==> src/rtl/saci_pkg.sv <==
// saci_pkg: shared definitions for the SACI master.
// Holds FSM state codes, the response status enum and frame-length helpers.
package saci_pkg;

    localparam logic [2:0] S_IDLE    = 3'd0;
    localparam logic [2:0] S_SEND    = 3'd1;
    localparam logic [2:0] S_WAIT    = 3'd2;
    localparam logic [2:0] S_RECOVER = 3'd3;
    localparam logic [2:0] S_RECV    = 3'd4;
    localparam logic [2:0] S_DONE    = 3'd5;

    typedef enum logic [1:0] {
        ST_OK        = 2'd0,
        ST_TIMEOUT   = 2'd1,
        ST_ECHO_ERR  = 2'd2,
        ST_BAD_SLAVE = 2'd3
    } saci_status_e;

    // Index width that stays at least one bit for degenerate sizes.
    function automatic int f_w(input int n);
        return (n > 1) ? $clog2(n) : 1;
    endfunction

    // Header: start bit, rw bit, command, address.
    function automatic int f_hdr_len(input int cmd_w, input int addr_w);
        return 2 + cmd_w + addr_w;
    endfunction

    function automatic int f_req_len(input logic wr, input int cmd_w,
                                     input int addr_w, input int data_w);
        return wr ? f_hdr_len(cmd_w, addr_w) + data_w
                  : f_hdr_len(cmd_w, addr_w);
    endfunction

    // Response length counts the slave's start bit.
    function automatic int f_rsp_len(input logic wr, input int cmd_w,
                                     input int addr_w, input int data_w);
        return wr ? f_hdr_len(cmd_w, addr_w)
                  : f_hdr_len(cmd_w, addr_w) + data_w;
    endfunction

endpackage

==> src/rtl/saci_clk_gen.sv <==
// saci_clk_gen: free-running SACI clock divider (low then high, g_clk_half each).
// Ports: clk_i/reset_i in; saci_clk_o, fall_tick_o, rise_tick_o out.
module saci_clk_gen
    import saci_pkg::*;
#(
    parameter int g_clk_half = 2
) (
    input  logic clk_i,
    input  logic reset_i,
    output logic saci_clk_o,
    output logic fall_tick_o,
    output logic rise_tick_o
);

    localparam int CW = f_w(g_clk_half);
    localparam logic [CW-1:0] LAST = CW'(g_clk_half - 1);

    logic [CW-1:0] cnt_q, cnt_d;
    logic          clk_q, clk_d;
    logic          wrap;

    always_comb begin
        wrap  = (cnt_q == LAST);
        cnt_d = wrap ? '0 : cnt_q + 1'b1;
        clk_d = wrap ? ~clk_q : clk_q;
    end

    always_ff @(posedge clk_i) begin
        if (reset_i) begin
            cnt_q <= '0;
            clk_q <= 1'b0;
        end else begin
            cnt_q <= cnt_d;
            clk_q <= clk_d;
        end
    end

    // Ticks flag the cycle whose closing edge toggles saci_clk_o, so logic
    // acting on a tick updates on the same edge as the SACI clock.
    assign saci_clk_o  = clk_q;
    assign fall_tick_o = wrap & clk_q;
    assign rise_tick_o = wrap & ~clk_q;

endmodule

==> src/rtl/saci_master_ctrl.sv <==
// saci_master_ctrl: SACI master; serialises frames, checks the echoed header,
// retries a stuck slave. Ports: req_* handshake in, rsp_* status out, saci_* pins.
module saci_master_ctrl
    import saci_pkg::*;
#(
    parameter int g_cmd_w      = 7,
    parameter int g_addr_w     = 12,
    parameter int g_data_w     = 32,
    parameter int g_num_slaves = 3,
    parameter int g_clk_half   = 2,
    parameter int g_timeout    = 100,
    parameter int g_retries    = 3,
    parameter int g_recover    = 4
) (
    input  logic                             clk_i,
    input  logic                             reset_i,
    input  logic                             req_valid_i,
    output logic                             req_ready_o,
    input  logic                             req_write_i,
    input  logic [f_w(g_num_slaves)-1:0]     req_slave_i,
    input  logic [g_cmd_w-1:0]               req_cmd_i,
    input  logic [g_addr_w-1:0]              req_addr_i,
    input  logic [g_data_w-1:0]              req_wdata_i,
    output logic                             rsp_valid_o,
    output logic [g_data_w-1:0]              rsp_rdata_o,
    output logic [1:0]                       rsp_status_o,
    output logic [f_w(g_retries+1)-1:0]      rsp_retries_o,
    output logic                             busy_o,
    output logic                             saci_clk_o,
    output logic                             saci_cmd_o,
    output logic [g_num_slaves-1:0]          saci_sel_n_o,
    input  logic                             saci_rsp_i
);

    localparam int HL  = f_hdr_len(g_cmd_w, g_addr_w);
    localparam int EW  = HL - 1;
    localparam int TXW = HL + g_data_w;
    localparam int RXW = EW + g_data_w;
    localparam int SW  = f_w(g_num_slaves);
    localparam int RW  = f_w(g_retries + 1);
    localparam int BW  = f_w(TXW + 1);
    localparam int REC = g_recover * 2 * g_clk_half;
    localparam int TW  = f_w(((g_timeout > REC) ? g_timeout : REC) + 1);

    localparam logic [BW-1:0] REQ_WR =
        BW'(f_req_len(1'b1, g_cmd_w, g_addr_w, g_data_w));
    localparam logic [BW-1:0] REQ_RD =
        BW'(f_req_len(1'b0, g_cmd_w, g_addr_w, g_data_w));
    localparam logic [BW-1:0] RSP_WR =
        BW'(f_rsp_len(1'b1, g_cmd_w, g_addr_w, g_data_w));
    localparam logic [BW-1:0] RSP_RD =
        BW'(f_rsp_len(1'b0, g_cmd_w, g_addr_w, g_data_w));
    localparam logic [TW-1:0] TO_LAST  = TW'(g_timeout - 1);
    localparam logic [TW-1:0] REC_LAST = TW'(REC - 1);

    logic [2:0]              state_q, state_d;
    logic                    write_q, write_d;
    logic [SW-1:0]           slave_q, slave_d;
    logic [g_cmd_w-1:0]      cmd_q, cmd_d;
    logic [g_addr_w-1:0]     addr_q, addr_d;
    logic [g_data_w-1:0]     wdata_q, wdata_d;
    logic [TXW-1:0]          tx_q, tx_d;
    logic [RXW-2:0]          rx_q, rx_d;
    logic [BW-1:0]           cnt_q, cnt_d;
    logic [TW-1:0]           tmr_q, tmr_d;
    logic [RW-1:0]           retry_q, retry_d;
    logic [g_num_slaves-1:0] sel_n_q, sel_n_d;
    logic                    mosi_q, mosi_d;
    logic                    rsp_valid_q, rsp_valid_d;
    logic [g_data_w-1:0]     rsp_rdata_q, rsp_rdata_d;
    saci_status_e            rsp_status_q, rsp_status_d;
    logic [RW-1:0]           rsp_retries_q, rsp_retries_d;

    logic                    fall_tick, rise_tick;
    logic                    good_slave;
    logic [g_data_w-1:0]     in_wdata;
    logic [TXW-1:0]          in_frame, q_frame;
    logic [BW-1:0]           req_len, rsp_len;
    logic [RXW-1:0]          rx_nxt;
    logic [EW-1:0]           exp_hdr, got_hdr;

    saci_clk_gen #(
        .g_clk_half  (g_clk_half)
    ) u_clk_gen (
        .clk_i       (clk_i),
        .reset_i     (reset_i),
        .saci_clk_o  (saci_clk_o),
        .fall_tick_o (fall_tick),
        .rise_tick_o (rise_tick)
    );

    always_comb begin
        good_slave = (int'(req_slave_i) < g_num_slaves);
        in_wdata   = req_write_i ? req_wdata_i : '0;
        in_frame   = {1'b1, req_write_i, req_cmd_i, req_addr_i, in_wdata};
        q_frame    = {1'b1, write_q, cmd_q, addr_q, wdata_q};
        req_len    = write_q ? REQ_WR : REQ_RD;
        rsp_len    = write_q ? RSP_WR : RSP_RD;
        rx_nxt     = {rx_q, saci_rsp_i};
        exp_hdr    = {write_q, cmd_q, addr_q};
        // Write echoes end in the header; read echoes lead with it.
        got_hdr    = write_q ? rx_nxt[EW-1:0] : rx_nxt[RXW-1 -: EW];

        state_d       = state_q;
        write_d       = write_q;
        slave_d       = slave_q;
        cmd_d         = cmd_q;
        addr_d        = addr_q;
        wdata_d       = wdata_q;
        tx_d          = tx_q;
        rx_d          = rx_q;
        cnt_d         = cnt_q;
        tmr_d         = tmr_q;
        retry_d       = retry_q;
        sel_n_d       = sel_n_q;
        mosi_d        = mosi_q;
        rsp_valid_d   = 1'b0;
        rsp_rdata_d   = rsp_rdata_q;
        rsp_status_d  = rsp_status_q;
        rsp_retries_d = rsp_retries_q;

        case (state_q)
            S_IDLE: begin
                if (req_valid_i) begin
                    write_d = req_write_i;
                    slave_d = req_slave_i;
                    cmd_d   = req_cmd_i;
                    addr_d  = req_addr_i;
                    wdata_d = in_wdata;
                    tx_d    = in_frame;
                    cnt_d   = '0;
                    tmr_d   = '0;
                    retry_d = '0;
                    if (good_slave) begin
                        state_d = S_SEND;
                        for (int i = 0; i < g_num_slaves; i++) begin
                            sel_n_d[i] = (int'(req_slave_i) != i);
                        end
                    end else begin
                        // Pulse comes from DONE one cycle later.
                        state_d       = S_DONE;
                        rsp_status_d  = ST_BAD_SLAVE;
                        rsp_rdata_d   = '0;
                        rsp_retries_d = '0;
                    end
                end
            end
            S_SEND: begin
                if (fall_tick) begin
                    if (cnt_q == req_len) begin
                        mosi_d  = 1'b0;
                        state_d = S_WAIT;
                        cnt_d   = '0;
                        tmr_d   = '0;
                    end else begin
                        mosi_d = tx_q[TXW-1];
                        tx_d   = {tx_q[TXW-2:0], 1'b0};
                        cnt_d  = cnt_q + 1'b1;
                    end
                end
            end
            S_WAIT: begin
                if (rise_tick) begin
                    if (saci_rsp_i) begin
                        state_d = S_RECV;
                        cnt_d   = BW'(1);
                        rx_d    = '0;
                    end else if (tmr_q == TO_LAST) begin
                        tmr_d = '0;
                        if (int'(retry_q) < g_retries) begin
                            state_d = S_RECOVER;
                            sel_n_d = '1;
                        end else begin
                            state_d       = S_DONE;
                            sel_n_d       = '1;
                            rsp_valid_d   = 1'b1;
                            rsp_status_d  = ST_TIMEOUT;
                            rsp_rdata_d   = '0;
                            rsp_retries_d = retry_q;
                        end
                    end else begin
                        tmr_d = tmr_q + 1'b1;
                    end
                end
            end
            S_RECOVER: begin
                if (tmr_q == REC_LAST) begin
                    state_d = S_SEND;
                    retry_d = retry_q + 1'b1;
                    tx_d    = q_frame;
                    cnt_d   = '0;
                    tmr_d   = '0;
                    for (int i = 0; i < g_num_slaves; i++) begin
                        sel_n_d[i] = (int'(slave_q) != i);
                    end
                end else begin
                    tmr_d = tmr_q + 1'b1;
                end
            end
            S_RECV: begin
                if (rise_tick) begin
                    rx_d  = rx_nxt[RXW-2:0];
                    cnt_d = cnt_q + 1'b1;
                    if (cnt_q + 1'b1 == rsp_len) begin
                        state_d       = S_DONE;
                        sel_n_d       = '1;
                        rsp_valid_d   = 1'b1;
                        rsp_retries_d = retry_q;
                        rsp_status_d  = (got_hdr == exp_hdr) ? ST_OK
                                                             : ST_ECHO_ERR;
                        rsp_rdata_d   = write_q ? '0 : rx_nxt[g_data_w-1:0];
                    end
                end
            end
            S_DONE: begin
                sel_n_d = '1;
                if (rsp_valid_q) begin
                    state_d = S_IDLE;
                end else begin
                    rsp_valid_d = 1'b1;
                end
            end
            default: begin
                state_d = S_IDLE;
                sel_n_d = '1;
                mosi_d  = 1'b0;
            end
        endcase
    end

    always_ff @(posedge clk_i) begin
        if (reset_i) begin
            state_q       <= S_IDLE;
            write_q       <= 1'b0;
            slave_q       <= '0;
            cmd_q         <= '0;
            addr_q        <= '0;
            wdata_q       <= '0;
            tx_q          <= '0;
            rx_q          <= '0;
            cnt_q         <= '0;
            tmr_q         <= '0;
            retry_q       <= '0;
            sel_n_q       <= '1;
            mosi_q        <= 1'b0;
            rsp_valid_q   <= 1'b0;
            rsp_rdata_q   <= '0;
            rsp_status_q  <= ST_OK;
            rsp_retries_q <= '0;
        end else begin
            state_q       <= state_d;
            write_q       <= write_d;
            slave_q       <= slave_d;
            cmd_q         <= cmd_d;
            addr_q        <= addr_d;
            wdata_q       <= wdata_d;
            tx_q          <= tx_d;
            rx_q          <= rx_d;
            cnt_q         <= cnt_d;
            tmr_q         <= tmr_d;
            retry_q       <= retry_d;
            sel_n_q       <= sel_n_d;
            mosi_q        <= mosi_d;
            rsp_valid_q   <= rsp_valid_d;
            rsp_rdata_q   <= rsp_rdata_d;
            rsp_status_q  <= rsp_status_d;
            rsp_retries_q <= rsp_retries_d;
        end
    end

    assign req_ready_o   = (state_q == S_IDLE);
    assign busy_o        = (state_q != S_IDLE);
    assign rsp_valid_o   = rsp_valid_q;
    assign rsp_rdata_o   = rsp_rdata_q;
    assign rsp_status_o  = rsp_status_q;
    assign rsp_retries_o = rsp_retries_q;
    assign saci_cmd_o    = mosi_q;
    assign saci_sel_n_o  = sel_n_q;

endmodule

==> config.mk <==
export PLATFORM = sky130hd
export DESIGN_NAME = saci_master_ctrl
export DESIGN_NICKNAME = d
export VERILOG_FILES = /design/src/rtl/saci_pkg.sv /design/src/rtl/saci_clk_gen.sv /design/src/rtl/saci_master_ctrl.sv
export SDC_FILE = /design/constraint.sdc
export NUM_CORES = 1
export LEC_CHECK = 0
export CELL_PAD_IN_SITES_DETAIL_PLACEMENT = 1
export CELL_PAD_IN_SITES_GLOBAL_PLACEMENT = 2
export CORE_MARGIN = 1.5
export CORE_UTILIZATION = 37
export CTS_CLUSTER_SIZE = 14
export DETAILED_ROUTE_END_ITERATION = 7
export PLACE_DENSITY_LB_ADDON = 0.1
export SLEW_MARGIN = 20
export SYNTH_ARGS = -nofsm -noshare
export SYNTH_HDL_FRONTEND = slang
export SYNTH_HIERARCHICAL = 1
export SYNTH_SLANG_ARGS = --single-unit
==> constraint.sdc <==
create_clock -name clk_i -period 5.6 [get_ports clk_i]
set_input_delay 1.12 -clock clk_i [delete_from_list [all_inputs] [get_ports clk_i]]
set_output_delay 1.12 -clock clk_i [all_outputs]
set_load 0.05 [all_outputs]
Word-level counts from Yosys, hierarchy flattened
Index checks and enable logic that the tools add are counted.

Flip-flop bits (word level): 219. Input bits: 58. Output and inout port bits: 44. Word-level logic and storage cells: 176.

Add/sub/neg operators: 4. Order comparisons: 2. Equal/unequal tests: 30. Muxes and demuxes: 94. Bitwise operators: 5. Reduce and logical (&&, ||, !) cells: 22.

Operators by type and width (number): 32-bit 2-to-1 mux (10); 53-bit 2-to-1 mux (4); 53-bit one-hot mux with 3 select lines (1); 51-bit 2-to-1 mux (3); 51-bit one-hot mux with 2 select lines (1); 32-bit one-hot mux with 3 select lines (1); 3-bit 2-to-1 mux (20); 6-bit 2-to-1 mux (9); 7-bit 2-to-1 mux (7); 2-bit 2-to-1 mux (19); 2-bit != test (second input constant) (18); 6-bit one-hot mux with 5 select lines (1); 7-bit one-hot mux with 4 select lines (1); 9-bit AND reduction (3); 20-bit == test (1); 20-bit 2-to-1 mux (1); 3-bit one-hot mux with 6 select lines (1); 3-bit one-hot mux with 5 select lines (1); 6-bit == test (2); 2-bit one-hot mux with 3 select lines (2); 1-bit 2-to-1 mux (9); 3-bit nonzero test (3); 2-bit nonzero test (4); 7-bit by 1-bit adder with 7-bit output (second input constant) (1); 27 further kinds (34).

Longest topological paths before layout
Depth after elaboration: 6. Gate-level depth with buffers: 10. Depth with buffers taken out: 8.

Modules after synthesis
Netlist, hierarchy kept.

Modules (own cells, without submodules): saci_master_ctrl (times used 1, cells each 1222, area each 9907.0 µm², sequential area each 4344.2 µm²); saci_clk_gen (times used 1, cells each 7, area each 70.1 µm², sequential area each 40.0 µm²).

Worst setup path before layout
Ideal clock, no wire load.

Path kind: reg2out. From: register state_q[1]. To: output port busy_o. Arrival: 2.251 ns. Required time: 4.480 ns. Slack: 2.229 ns. Cell stages (with the launch flop): 4. Path buffers: 1. Cell sequence: dfxtp_1 > buf_2 > nor3_1 > inv_1.

Word-level cells in the longest chain between the ends: 1.

RTL lines: start: declaration (RTL line saci_master_ctrl.sv:56) `logic [2:0] state_q, state_d;`; start signal: assignment (RTL line saci_master_ctrl.sv:251) `state_q <= state_d;`; 3-bit nonzero test (RTL line saci_master_ctrl.sv:272) `assign busy_o = (state_q != S_IDLE);`; end: declaration (RTL line saci_master_ctrl.sv:28) `output logic busy_o,`.

No other way between the ends.

Final worst setup path
From: register state_q[2]. To: output port req_ready_o.

Word-level cells in the longest chain between the ends: 1.

RTL lines: 3-bit zero test (RTL line saci_master_ctrl.sv:271) `assign req_ready_o = (state_q == S_IDLE);`; end: declaration (RTL line saci_master_ctrl.sv:18) `output logic req_ready_o,`.

No other way between the ends.

==> results <==
- The run finished with clean final reports.
- The post-synthesis net count is ~1300.
- The first-pass GRT wire length is 46900 µm.
- The mean area per synthesized cell is between 8 and 9 µm².
- In this run the top signal layer used is met5.
- The startpoint class of the critical path is a flop.
- STA classifies the critical path endpoint as an output pin.
- The synthesis warning total is 6.
- The number of top-level pins is about 100.
- The final period demand of the worst path is 3510 ps.
- STA puts the critical path data required time at 4480 ps.
- The aggregate global routing overflow is 0.
- The number of pins exceeding their max-slew limit in the final report is 0.
- The mean number of vias per cell is 5.40.
- After clock tree synthesis, the flow added hold-fix buffers numbering 0.
- After layout, the worst setup slack is about 2100 ps.
- For this configuration, the core starts out at a cell density of 38.0%.
- The power per unit of standard cell area is ~460 nW/µm².
- The violation count after the first detailed-routing iteration is around 480.
- Of all nets on the critical path, the largest fanout is 31.
- The synthesized netlist devotes 21.6% of its cell area to simple gates.
- The total wire length after detailed routing is roughly 29000 µm.
- Summed over all failing endpoints, the final setup total negative slack is 0 ps.
- Multiplexer cells account for 7.84% of the synthesized area.
- The fraction of registers with async set or reset after synthesis is 0%.
- For this run, design rule violations remaining after detail routing come to 0.
- Setup repair after global routing left no endpoint under its margin.
- Across the run, the number of max-cap violations was 0.
- Global routing used 20.4% of the available tracks across all layers.
- The final setup skew is 6.48 ps.
- From bottom edge to top edge, the die measures 167 µm.
- The floorplan step defined a core boundary enclosing 26300 µm².
- The first detailed-routing pass ran for 5 iterations.
- Buffers added to address setup during post-CTS repair amount to 0.
- For the pin with the worst max-slew slack, the measured transition is slightly above 1000 ps.
- CTS saw 219 sinks.
- The final count of hold timing violations came to 0.
- The clock latency of the later-clocked register in the worst-skew pair is approximately 520 ps.
- The maximum single-stage delay on the critical path is 900 ps.
- The floorplan step defined a die boundary enclosing 28000 µm².
- Detailed placement finished with a half-perimeter wire length of 17800 µm.
- The dominant combinational cell family by area after synthesis is simple AND/OR/NAND/NOR gates.
- The floorplan step set the die width to 167 µm.
- For the worst setup path, the data arrival time is approximately 2400 ps.
- Setup violations remaining at the end of the flow were counted as 0.
- The number of global-route vias before repair was 8683.
- The pin count of the biggest net entering global routing is 120.
- The total routed wire length on the met1 layer is 14000 µm.
- For this run, the leading register cell type out of synthesis is dfxtp_1.
- The buffer cell driving the clock tree root is clkbuf_16.
- The clock passes through at most 3 buffers.
- The number of cells produced by synthesis is between 1000 and 1500.
- In the final design database the tool counted 1331 nets.
- Across all hold checks on the routed design, the worst slack comes to 450 ps.
- The worst path uses 62.7% of the clock period.
- Derived from the worst setup path, the maximum achievable clock frequency is 285 MHz.
- Wire segments on met2 add up to 12800 µm in the final route.
- The number of antenna violations at the first check in global routing is 4.
- The class of the tightest hold or removal check is flop to flop.
- The share of synthesized cell area in full adder, half adder and majority cells is less than 1%.
- In the final routed layout, each cell accounts on average for 17.6 µm.
- The proportion of synthesized chip area in sequential cells is 43.9%.
- The total length of routed met3 wires is around 1100 µm.
- The clock input transition at the sequential cells of the worst setup and hold paths is 50 ps.
- Of the total synthesized cell area, the portion taken by XOR and XNOR cells is 2.53%.
- The CTS tree is done.
- The total clock buffers created by CTS is 26.
- The leakage power is 3.91 nW.
- The maximum ir drop on the vdd rail is 0.205 mV.
- Routability-driven placement finished with a final weighted congestion of 0.748.
- The area of the mapped netlist is 9980 µm².
- The number of cell rows is 59.
- In the final layout, the share of cells above drive strength 1 is 6.30%.
- In this run, post-CTS repair resized a total of 0 instances.
- During placement, the flow inserted port buffers numbering 101.
- The critical path goes through buf_4 > nor3_1 > clkdlybuf4s50_1.
- Synthesis inferred 219 register bits.
- The worst slew slack as a fraction of its limit is between 30% and 40%.
- The post-detailed-route count of antenna-violating nets is 0.
- The signed area change from the synthesized netlist to the final layout is 19.9%.
- Summing the areas of all compound-gate instances in the mapped netlist gives between 10% and 20% of the synthesized area.
- The count of flip-flops with a built-in enable after synthesis is 0.
- The slowest cell on the critical path is clkdlybuf4s50_1.
- The worst slack at placement is 1800 ps.
- The CTS H-tree depth is 1.
- The count of distinct cell types in the synthesized netlist is 61.
- The routed layout has 8767 vias.
- The worst setup path category is flop to output pin.
## through the flow
step | power (mW) | util [%] | area (µm²) | instances
2_1_floorplan | 3.26 | - | 9980 | 1229
3_3_place_gp | 3.72 | 42.1 | 11100 | 1575
3_5_place_dp | 3.75 | 42.1 | 11100 | 1575
4_1_cts | 5.54 | 45.5 | 12000 | 1621
5_1_grt | 5.82 | 45.5 | 12000 | 1622
6_report | 5.47 | 45.5 | 12000 | 1623
## per-layer routing
metal / track usage (%) / vias up
met3: 3.24 / 39
met5: 0 / -
met2: 32.9 / 128
li1: - / 4354
met1: 28.5 / 4242
met4: 4.78 / 4
## layout by cell type (no fill, tap or decap), types with 4 or more instances in the layout
cell type | netlist | layout
nor2_1 | 80 | 79
nand2b_1 | 11 | 10
nor3_1 | 12 | 12
nor2b_1 | 8 | 7
nand3_1 | 110 | 110
buf_4 | 5 | 18
inv_1 | 7 | 7
clkbuf_8 | 0 | 7
clkdlybuf4s50_1 | 0 | 99
xnor2_1 | 15 | 15
a22oi_1 | 51 | 51
o211ai_1 | 21 | 21
a31oi_1 | 4 | 4
dfxtp_1 | 219 | 218
ha_1 | 5 | 5
clkbuf_16 | 0 | 27
nand2_1 | 225 | 224
o21ai_0 | 36 | 36
xor2_1 | 12 | 12
clkbuf_1 | 59 | 5
mux2i_1 | 77 | 77
nor4_1 | 4 | 4
nor3b_1 | 6 | 6
a21oi_1 | 154 | 154
## power by group
part	internal [mW]	switching (mW)	leakage (nW)
logic	0.585	1.22	1.69
clock network	1.11	0.666	0.443
registers	1.75	0.139	1.78
## cells in the mapped netlist, drive strengths merged (2+ instances only)
cell type,count,share of area (%)
nand2,225,8.5
dfxtp,219,44
a21oi,154,7.7
nand3,110,5.5
nor2,81,3.1
mux2i,77,7.7
clkbuf,59,2.2
a22oi,51,3.8
buf,49,2.9
o21ai,39,2.0
o211ai,21,1.6
xnor2,15,1.3
nor3,14,0.80
xor2,13,1.2
nand2b,11,0.69
nor2b,8,0.50
inv,7,0.26
nor3b,6,0.45
and2,5,0.33
ha,5,0.63
a211oi,4,0.35
a31oi,4,0.25
nor4,4,0.25
o21a,4,0.30
a311oi,3,0.33
a32oi,3,0.26
and3,3,0.19
nand4b,3,0.26
o21bai,3,0.23
o31ai,3,0.23
or2,3,0.19
nand3b,2,0.15
nand4,2,0.13
or3,2,0.13
or3b,2,0.18
## worst paths after layout
check	slack, ps	depth (start not counted)	from	end
worst min register to register	450	2	rsp_rdata_o[26]$_SDFFE_PP0P_	rsp_rdata_o[26]$_SDFFE_PP0P_
worst max-delay path	2090	3	state_q[2]$_SDFFE_PP0P_	req_ready_o
worst max register to register	2430	7	state_q[1]$_SDFFE_PP0P_	rx_q[8]$_SDFFE_PP0P_
worst min-delay path	450	2	rsp_rdata_o[26]$_SDFFE_PP0P_	rsp_rdata_o[26]$_SDFFE_PP0P_
## layout make-up
| class | instances | area, µm² |
|---|---|---|
| fill | 3121 | 14300 |
| multi-input combinational | 895 | 5080 |
| sequential | 219 | 4390 |
| timing repair buffer | 119 | 1140 |
| clock buffer | 39 | 791 |
| tap | 335 | 419 |
| clock inverter | 7 | 113 |
| inverter | 7 | 26.3 |
| antenna | 2 | 5.00 |
## kinds of logic after synthesis
family          Yosys count
compound gates          300
flops                   219
buf+inv                 115
mux                      78
fa+ha+maj                 5
xor+xnor                 28
simple gates            484
## state kept, by name (all words and copies together) (netlist names), 3 cells and up
register,cells
tx_q,53
rx_q,51
rsp_rdata_o,32
wdata_q,32
addr_q,12
cmd_q,7
tmr_q,7
cnt_q,6
saci_sel_n_o,3
state_q,3
## worst max-delay path: cells and delay by family (launching register included)
| family | cells | cell delay (ps) |
|---|---|---|
| DFF | 1 | 300 |
| buffers and inverters | 2 | 1130 |
| and+or+nand+nor | 1 | 430 |
No activity file was read; power rests on OpenSTA's default activity.
==> edit 1, RTL diff (config.mk and constraints unchanged) <==
Set the parameter `g_data_w` to 64 (it was 32).
--- a/src/rtl/saci_master_ctrl.sv
+++ b/src/rtl/saci_master_ctrl.sv
@@ -6,5 +6,5 @@
     parameter int g_cmd_w      = 7,
     parameter int g_addr_w     = 12,
-    parameter int g_data_w     = 32,
+    parameter int g_data_w     = 64,
     parameter int g_num_slaves = 3,
     parameter int g_clk_half   = 2,
Interface: changed (resized req_wdata_i and rsp_rdata_o); port bits go from 102 to 166. The function was not compared with the original's and may differ.
==> edit 1 against the unedited design <==
- total power grew 58%
- sequential cell count grew 129
- synthesized cell count grew 48%
- global-route usage grew 0.50 points
- setup slack lost 0.39 ns
- wire length grew 55%
- cell count grew 50%
- synthesized area grew 52%
- design area grew 53%
- critical path depth grew 1
==> edit 1: results <==
worst_setup_path:
  crit_slowest_cell: "dfxtp_4"
  critPathArrivalTime_ns: 2.79
  path_max_fanout: 50
  critPathTopFamily: "flip-flops"
place:
  dp.cells: 2365
  place_congestion: 0.781
  place_area_um2: 16900
  dp_hpwl_mm: 26.1
  io_buffers: 165
  pre_cts_ws_ns: 1.34
synth:
  synth_commonest_cells: "348 x dfxtp_1, 324 x a21oi_1, 214 x nor2_1"
  ys_seq_area_share_pct: 45.9
  netlist_top_cells_area: "dfxtp_1 46%, a21oi_1 11%, mux2i_1 6.9%"
  synth.distinct_cells: 74
detailed_routing:
  wl_met1_mm: 21.0
  wire_per_inst_um: 18.2
  routed_wl_mm: 44.2
  met3WireLength_mm: 1.95
  viasPerCell: 5.48
final_layout:
  fillerInstances: 4735
  top_regs: "tx_q (85), rx_q (83)"
  nets: 1970
  layout-drive-gt1-share_pct: 6.05
global_routing:
  antenna_found_initial: 7
  grt_pass1_wl_mm: 71.0
  grt_max_degree: 171
  grtUsageMet1_pct: 28.5
  use_met3_pct: 4.43
  use_met2_pct: 33.3
  grt_pass1_vias: 13032
status:
  status: "completed"
timing:
  max_slew_margin_pct: 31.0
  finalClockSkew_ns: 0.0180
clock_tree:
  ctsResizeCount: 0
  cts_made_buffers: 40
  clock_latency_ns: 0.56
power_and_ir_drop:
  p_leak_nw: 5.89
  max-vdd-ir-drop_v: 0.000400
## edit 1: changes by cell type after synthesis, moves of 7 or more
| cell | before | now |
|---|---|---|
| nor2_1 | 80 | 214 |
| a211oi_2 | 1 | 12 |
| o21ai_0 | 36 | 14 |
| mux2i_1 | 77 | 104 |
| nand2_1 | 225 | 195 |
| a211oi_1 | 3 | 72 |
| dfxtp_1 | 219 | 348 |
| clkbuf_1 | 59 | 120 |
| a22oi_1 | 51 | 84 |
| a21oi_1 | 154 | 324 |
| nand3_1 | 110 | 149 |
| o211ai_1 | 21 | 2 |
| nor3_1 | 12 | 5 |
## edit 1: power breakdown
part / switching (mW) / total, mW / internal (mW)
registers: 0.269 / 3.10 / 2.83
clock network: 1.06 / 2.59 / 1.54
logic: 1.99 / 2.93 / 0.943
total: 3.31 / 8.62 / 5.31
## edit 1: final cells by class
type	instances	area (um^2)	area share, %
Antenna cell	2	5.00	0.0274
Sequential cell	348	6970	38.2
Tap cell	532	666	3.65
Clock inverter	7	93.8	0.514
Timing Repair Buffer	180	1800	9.88
Multi-Input combinational cell	1294	7460	40.9
Clock buffer	62	1210	6.65
Inverter	11	41.3	0.226
## edit 1: worst paths after layout
check                                      from         endpoint  slack (ns)  cells after the start
worst max register to register  u_clk_gen/cnt_q  rsp_rdata_o[60]        2.26                      8
worst min register to register  rsp_rdata_o[13]  rsp_rdata_o[13]        0.45                      2
worst min-delay path            rsp_rdata_o[13]  rsp_rdata_o[13]        0.45                      2
worst max-delay path                 state_q[1]      req_ready_o        1.69                      4
## edit 1: cell families after synthesis
kind of cell / share of synthesized area [%]
simple gates: 17.8
xor+xnor: 1.38
compound gates: 22.3
buf+inv: 5.22
fa+ha+maj: 0.412
mux: 6.93
flops: 45.9
==> edit 2, RTL diff (config.mk and constraints unchanged) <==
Made on the original files. `wdata_q` no longer has a reset.
--- a/src/rtl/saci_master_ctrl.sv
+++ b/src/rtl/saci_master_ctrl.sv
@@ -236,5 +236,4 @@
             cmd_q         <= '0;
             addr_q        <= '0;
-            wdata_q       <= '0;
             tx_q          <= '0;
             rx_q          <= '0;
@@ -254,5 +253,4 @@
             cmd_q         <= cmd_d;
             addr_q        <= addr_d;
-            wdata_q       <= wdata_d;
             tx_q          <= tx_d;
             rx_q          <= rx_d;
@@ -269,4 +267,8 @@
     end
 
+    always_ff @(posedge clk_i) begin
+        wdata_q <= wdata_d;
+    end
+
     assign req_ready_o   = (state_q == S_IDLE);
     assign busy_o        = (state_q != S_IDLE);
Behaviour: same outputs for any inputs over 10 cycles, from zero or initial values and one cycle with reset_i high; that may be too few to reach the edited logic, so the function may still have changed.
==> edit 2 against the unedited design <==
- setup slack got worse by 0.47 ns
- largest cell class is now flip-flops and latches
- design area decreased by 1.9%
- global-route usage decreased by 0.33 points
- sequential cell count unchanged
- synthesized area is 1.7% lower
- wire length is 3.5% lower
- largest power group unchanged
- total power decreased by 2.0%
==> edit 2: results <==
detailed_routing:
  top_layer: "met4"
  met2_length_mm: 12.5
  wl_met1_mm: 13.8
  routed_wl_mm: 27.5
  dr.pass1.iters: 4
  met3WireLength_um: 867
  drt_iter0_drc: 362
  vias: 8211
timing:
  max_slew_margin_pct: 33.8
  slew_viol_final: 0
  finalClockSkew_ns: 0.0211
place:
  dp_hpwl_mm: 17.3
  place_congestion: 0.774
  place_area_um2: 10900
power_and_ir_drop:
  max-vdd-ir-drop_v: 0.000366
  p_leak_nw: 3.91
hold_path:
  min_path_cells: 2
worst_setup_path:
  path_max_fanout: 18
  critPathArrivalTime_ns: 2.86
  crit_slowest_cell: "nor3_1"
  cpPeakStageDelay_ns: 0.83
synth:
  synth-edff-count: 32
  synth_commonest_cells: "187 x dfxtp_1, 176 x nand2_1, 114 x a21oi_1"
  netlist_top_cells_area: "dfxtp_1 38%, edfxtp_1 9.8%, nand2_1 6.7%"
  synth.distinct_cells: 68
  ys_seq_area_share_pct: 48.0
global_routing:
  track_usage_pct: 20.0
  grt_pass1_wl_mm: 45.8
  grt_max_degree: 76
  grt_pass1_vias: 8312
  antenna_found_initial: 0
final_layout:
  top_regs: "tx_q (53), rx_q (51)"
  layout-drive-gt1-share_pct: 6.58
  nets: 1231
  n_antenna_cell: 0
  fillerInstances: 3006
status:
  status: "completed"
clock_tree:
  cts_max_path_buffers: 3
  ctsResizeCount: 0
  htree_levels: 1
-- edit 2: cell types whose count changed after synthesis, moves of 20 or more --
cell,delta
edfxtp_1,+32
and2_1,+31
o21ai_0,-21
a21oi_1,-40
nor2_1,+28
dfxtp_1,-32
mux2i_1,-37
nand2_1,-49
nand3_1,-56
a311oi_1,+20
-- edit 2: logic make-up (layout without fill, tap and decap cells) --
| group | Yosys count | count (layout) | share of synthesized area (%) |
|---|---|---|---|
| adder cells (fa/ha/maj) | 5 | 5 | 0.638 |
| AND/OR/NAND/NOR | 432 | 432 | 20.3 |
| buffers and inverters | 105 | 175 | 5.27 |
| flip-flops | 219 | 219 | 48.0 |
| XOR/XNOR | 27 | 27 | 2.41 |
| AO/OA/AOI/OAI | 286 | 286 | 19.2 |
| multiplexers | 41 | 41 | 4.20 |
-- edit 2: critical path: cells and delay by family (launching register included) --
kind	cells	cell delay, ns
buffers and inverters	2	0.97
flip-flops	1	0.55
AND/OR/NAND/NOR	1	0.83
-- edit 2: cell type report --
| class | instances | share of cell area [%] |
|---|---|---|
| clock buffer | 39 | 6.39 |
| clock inverter | 6 | 0.565 |
| inverter | 12 | 0.384 |
| multi-input combinational | 791 | 39.3 |
| sequential | 219 | 40.1 |
| tap | 335 | 3.57 |
| timing repair buffer | 118 | 9.67 |
-- edit 2: path summary, 6_finish.rpt --
kind / from / endpoint / slack [ns]
worst max-delay path: state_q[2] / busy_o / 1.62
worst min register to register: rsp_rdata_o[13] / rsp_rdata_o[13] / 0.45
worst max register to register: state_q[1] / saci_sel_n_o[0] / 2.28
worst min-delay path: rsp_rdata_o[13] / rsp_rdata_o[13] / 0.45
-- edit 2: routing by layer --
| metal | up-vias | track usage, % |
|---|---|---|
| met3 | 26 | 2.53 |
| li1 | 4066 | - |
| met4 | 0 | 3.37 |
| met1 | 3999 | 29.1 |
| met2 | 120 | 32.2 |
| met5 | - | 0 |
-- edit 2: metrics by stage --
stage | instances | util, % | setup WS, ns
final | 1520 | 45.0 | 1.62
after global routing | 1520 | 45.0 | 1.54
after CTS | 1520 | 45.1 | 1.57
after detailed placement | 1475 | 41.9 | 1.83
after global placement | 1475 | 41.9 | 1.88
after floorplan | 1115 | - | 1.87
-- edit 2: report_power, final --
| part | switching [mW] | internal (mW) |
|---|---|---|
| registers | 0.152 | 1.86 |
| clock network | 0.650 | 0.964 |
| logic | 1.18 | 0.552 |
